## src/rtl/amp_out_frame_averager.sv

```systemverilog
// Frame stats (mean/min/max/clip) over 2^LOG2_N signed samples; result registered on the last accept, visible next cycle.
// Backpressure: non-last samples always accepted; only the last sample of a frame stalls while a result is still pending.
module amp_out_frame_averager #(
    parameter int DATA_W = 16,
    parameter int LOG2_N = 2
) (
    input  logic                     clk,
    input  logic                     rst_n,
    input  logic                     clear,
    input  logic                     s_valid,
    output logic                     s_ready,
    input  logic signed [DATA_W-1:0] s_data,
    output logic                     m_valid,
    input  logic                     m_ready,
    output logic signed [DATA_W-1:0] m_mean,
    output logic signed [DATA_W-1:0] m_min,
    output logic signed [DATA_W-1:0] m_max,
    output logic                     m_clip
);

    localparam int N     = 1 << LOG2_N;
    localparam int CNT_W = (LOG2_N == 0) ? 1 : LOG2_N;
    localparam int ACC_W = DATA_W + LOG2_N;

    typedef struct packed {
        logic signed [DATA_W-1:0] mean;
        logic signed [DATA_W-1:0] min;
        logic signed [DATA_W-1:0] max;
        logic                     clip;
    } res_t;

    logic        [CNT_W-1:0]  cnt;
    logic signed [ACC_W-1:0]  acc;
    logic signed [DATA_W-1:0] min_q;
    logic signed [DATA_W-1:0] max_q;
    logic                     clip_q;
    res_t                     res_q;

    logic                     first;
    logic                     last;
    logic                     accept;
    logic                     is_fs;
    logic signed [ACC_W-1:0]  samp_ext;
    logic signed [ACC_W-1:0]  nxt_acc;
    logic signed [DATA_W-1:0] nxt_min;
    logic signed [DATA_W-1:0] nxt_max;
    logic                     nxt_clip;

    assign first    = (cnt == '0);
    assign last     = (cnt == CNT_W'(N - 1));
    assign s_ready  = rst_n & ~clear & ~(last & m_valid & ~m_ready);
    assign accept   = s_valid & s_ready;

    assign is_fs    = (s_data == {1'b0, {(DATA_W-1){1'b1}}}) ||
                      (s_data == {1'b1, {(DATA_W-1){1'b0}}});
    assign samp_ext = ACC_W'(s_data);

    // Frame-so-far values including the current sample; a fresh frame ignores stale state.
    assign nxt_acc  = (first ? '0 : acc) + samp_ext;
    assign nxt_min  = (first || s_data < min_q) ? s_data : min_q;
    assign nxt_max  = (first || s_data > max_q) ? s_data : max_q;
    assign nxt_clip = (first ? 1'b0 : clip_q) | is_fs;

    always_ff @(posedge clk or negedge rst_n) begin
        if (!rst_n) begin
            cnt    <= '0;
            acc    <= '0;
            min_q  <= '0;
            max_q  <= '0;
            clip_q <= 1'b0;
        end else if (clear) begin
            cnt    <= '0;
            acc    <= '0;
            min_q  <= '0;
            max_q  <= '0;
            clip_q <= 1'b0;
        end else if (accept) begin
            cnt    <= last ? '0 : cnt + CNT_W'(1);
            acc    <= nxt_acc;
            min_q  <= nxt_min;
            max_q  <= nxt_max;
            clip_q <= nxt_clip;
        end
    end

    // Mean is the top DATA_W bits of the sum, i.e. an arithmetic shift right by LOG2_N.
    always_ff @(posedge clk or negedge rst_n) begin
        if (!rst_n) begin
            m_valid <= 1'b0;
            res_q   <= '0;
        end else if (accept && last) begin
            m_valid    <= 1'b1;
            res_q.mean <= nxt_acc[ACC_W-1:LOG2_N];
            res_q.min  <= nxt_min;
            res_q.max  <= nxt_max;
            res_q.clip <= nxt_clip;
        end else if (m_ready) begin
            m_valid <= 1'b0;
        end
    end

    assign m_mean = res_q.mean;
    assign m_min  = res_q.min;
    assign m_max  = res_q.max;
    assign m_clip = res_q.clip;

endmodule

```

## config.mk

```make
export PLATFORM = sky130hd
export DESIGN_NAME = amp_out_frame_averager
export DESIGN_NICKNAME = d
export VERILOG_FILES = /design/src/rtl/amp_out_frame_averager.sv
export SDC_FILE = /design/constraint.sdc
export NUM_CORES = 1
export LEC_CHECK = 0
export ABC_AREA = 1
export CELL_PAD_IN_SITES_DETAIL_PLACEMENT = 0
export CELL_PAD_IN_SITES_GLOBAL_PLACEMENT = 1
export CORE_UTILIZATION = 39
export CTS_BUF_LIST = sky130_fd_sc_hd__clkbuf_8
export DETAILED_ROUTE_END_ITERATION = 7
export GPL_TIMING_DRIVEN = 0
export PLACE_DENSITY_LB_ADDON = 0.25
export SKIP_CTS_REPAIR_TIMING = 1
export SYNTH_ARGS = -nofsm -noshare
export SYNTH_HDL_FRONTEND = slang
export SYNTH_SLANG_ARGS = --single-unit
```

## constraint.sdc

```tcl
create_clock -name clk -period 2.7 [get_ports clk]
set_clock_uncertainty 0.1 [all_clocks]
set_input_delay 0.675 -clock clk [delete_from_list [all_inputs] [get_ports clk]]
set_output_delay 0.675 -clock clk [all_outputs]
set_load 0.02 [all_outputs]
```

==> run metrics <==
clock transition at the registers of the reported paths=0.10 ns; post-synthesis sequential area ratio=0.400; First-pass DRT Iterations=5; post-synthesis compound-gate area fraction=0.0580; post-route antenna net violation count=0; Startpoint Class=flop; Syn Inst Count=849; CTS Buffer Depth=2; antenna cells=0; Post-Synth Adder-Cell Area=0.100; WL per Instance=16.7 µm; vias in the first global route=5568; Clock Root Buffer=clkbuf_8; GR Util All Layers=0.241; grt total ovfl=0; fin crit share=1.01; I/O pin cnt=72; fin worst setup slack=-0.0191 ns; multiplexer area fraction after synthesis=0; total power=5.71 mW; Power Dens Cells=707 nW/µm²; Vias/cell=5.06; simple-gate share of the synthesized area=0.335; net count reported at finish=1018; main combinational cell family by area after synthesis=simple AND/OR/NAND/NOR gates; die area=17000 µm²; failing checks=setup timing; Post-synth EDFFs=0; clock sink count=103; max cap viols=0; H-tree levels=3; Port Buf Inserts=71; Synth async-reset ratio=1.00; CTS tree=done; crit path from=cnt[0]$_DFFE_PN0P_; Top FF cell, synth=dfrtp_1; measured slew at the worst slew-check pin=0.641 ns; Netlist cell types=41; CP Max Fanout=7; worst r2r src=cnt[0]$_DFFE_PN0P_; initial core utilization=0.403; hold slack final=0.0755 ns; FMAX=368 MHz; first-pass GRT wire length=30300 µm; syn nets=921; most frequent cells in the layout=nand2_1 (277), dfrtp_1 (103), nand3_1 (99); Crit Path Class=reg2reg; First DRT Iteration DRCs=338; peak supply drop=337 µV; HPWL after detailed placement=14100 µm; DP Cell Count=1137; Data required, critical path=2.89 ns; number of remaining DRC errors=0; Finished Layout Cells=1167; unrepaired setup endpoints after global routing=yes; P&R area growth vs syn=25.4%; status=complete, but fails checks; initial antenna violation count=0; die span in x=131 µm; Final Hold Fails=0; syn avg cell area=7.59 µm²; slew margin rel.=0.573; worst-skew pair later-pin latency=0.40 ns; CTS Buf Count=9; Max Slew Vio Count=0; Hold WC Path Type=in2async; Core Region=16000 µm²; via count=5907; Ys Warns=0; xor-xnor portion of the synthesized cell area=0.0136; largest net degree at the start of global routing=66; final setup vio count=2; site row count=46; Final min period=2.72 ns; GPL Wtd Cong=0.858; mapped cell area=6450 µm²; Die Span Y=131 µm; Worst Setup End Kind=flop; Crit path arrival time=2.91 ns; Post-Route Setup TNS=-0.0227 ns; leakage=4.30 nW; layout cell share with drive strength beyond 1=0.141; final wirelength=19500 µm; most common cell after layout, fill and taps aside=nand2_1; Seq cells post-synth=103
==> cells by family (layout without fill, tap and decap cells) <==
kind of cell | Yosys count | after routing
AOI/OAI and AO/OA | 65 | 65
xor gates and xnor gates | 10 | 10
adders and majority gates | 51 | 51
buffers and inverters | 132 | 234
DFF | 103 | 103
and+or+nand+nor | 488 | 488
==> synthesized netlist by cell type, types with 3 or more instances <==
| cell type | instances | area share |
|---|---|---|
| nand2_2 | 9 | 0.0087 |
| a21oi_1 | 27 | 0.021 |
| inv_2 | 4 | 0.0023 |
| nor2_1 | 34 | 0.020 |
| a21o_1 | 4 | 0.0047 |
| or2_2 | 3 | 0.0029 |
| buf_6 | 8 | 0.014 |
| nand2_4 | 5 | 0.0087 |
| buf_2 | 9 | 0.0070 |
| dfrtp_1 | 103 | 0.40 |
| nand3b_1 | 3 | 0.0035 |
| xnor2_1 | 3 | 0.0041 |
| nor3_1 | 7 | 0.0054 |
| clkbuf_1 | 4 | 0.0023 |
| nand4_1 | 29 | 0.028 |
| buf_4 | 6 | 0.0070 |
| inv_1 | 97 | 0.056 |
| ha_1 | 50 | 0.097 |
| xor2_1 | 7 | 0.0095 |
| o22ai_1 | 4 | 0.0039 |
| o21ai_0 | 21 | 0.016 |
| nand2_1 | 285 | 0.17 |
| nand3_1 | 108 | 0.084 |
==> worst max-delay path, stage by stage (launching register included) <==
cell and delay [ns]:
dfrtp_1 0.41, inv_2 0.09, ha_4 0.14, buf_8 0.13, buf_8 0.13, nor2_2 0.04, ha_2 0.18, fa_2 0.39
nand3_2 0.09, nand2_2 0.06, nand3_2 0.08, nand2_4 0.07, nand2_4 0.09, buf_4 0.10, a31oi_2 0.09, or2_4 0.27
nand3_1 0.07, nand2_1 0.05
==> registers in the layout, summed over array words and instances (netlist names), 2 cells and up <==
register,flops
min_q,16
acc,18
m_min,16
m_max,16
m_mean,16
cnt,2
max_q,16
==> stage by stage <==
| stage | setup slack, ns | util | instance area, µm² |
|---|---|---|---|
| after detailed placement | -0.712 | 0.466 | 7460 |
| after global routing | -0.106 | 0.505 | 8090 |
| final | -0.0191 | 0.505 | 8090 |
| after floorplan | 0.0154 | - | 6460 |
| after global placement | -4.19 | 0.465 | 7440 |
| after CTS | -0.457 | 0.479 | 7660 |
==> layer usage <==
metal | vias up | share of wire | global-route usage
li1 | 2943 | - | -
met1 | 2794 | 0.47 | 0.334
met2 | 143 | 0.46 | 0.370
met3 | 27 | 0.052 | 0.0517
met4 | 0 | 0.021 | 0.0825
met5 | - | 0 | 0
==> final timing paths <==
path | depth (start not counted) | slack (ns) | endpoint
min in group clk | 2 | 0.38 | m_min[9]$_DFFE_PN0P_
hold / removal | 1 | 0.08 | cnt[1]$_DFFE_PN0P_
hold reg to reg | 2 | 0.38 | m_min[9]$_DFFE_PN0P_
setup / recovery | 17 | -0.02 | acc[10]$_DFFE_PN0P_
setup reg to reg | 17 | -0.02 | acc[10]$_DFFE_PN0P_
max in group asynchronous | 2 | 1.76 | acc[10]$_DFFE_PN0P_
==> report_power, final <==
| part | switching (mW) | internal (mW) |
|---|---|---|
| clock | 0.576 | 0.451 |
| sequential | 0.170 | 1.85 |
| combinational | 1.56 | 1.10 |
==> area by class of cell <==
class                   count  area [µm²]
clock inverters             6        60.1
repair buffers             86         905
plain buffers              29         238
clock buffers              10         138
well taps                 216         270
flip-flops and latches    103        2580
inverters                 103         389
multi-input cells         614        3510
fillers                  1648        7910
Note: power is estimated with default switching activity, not from simulation.
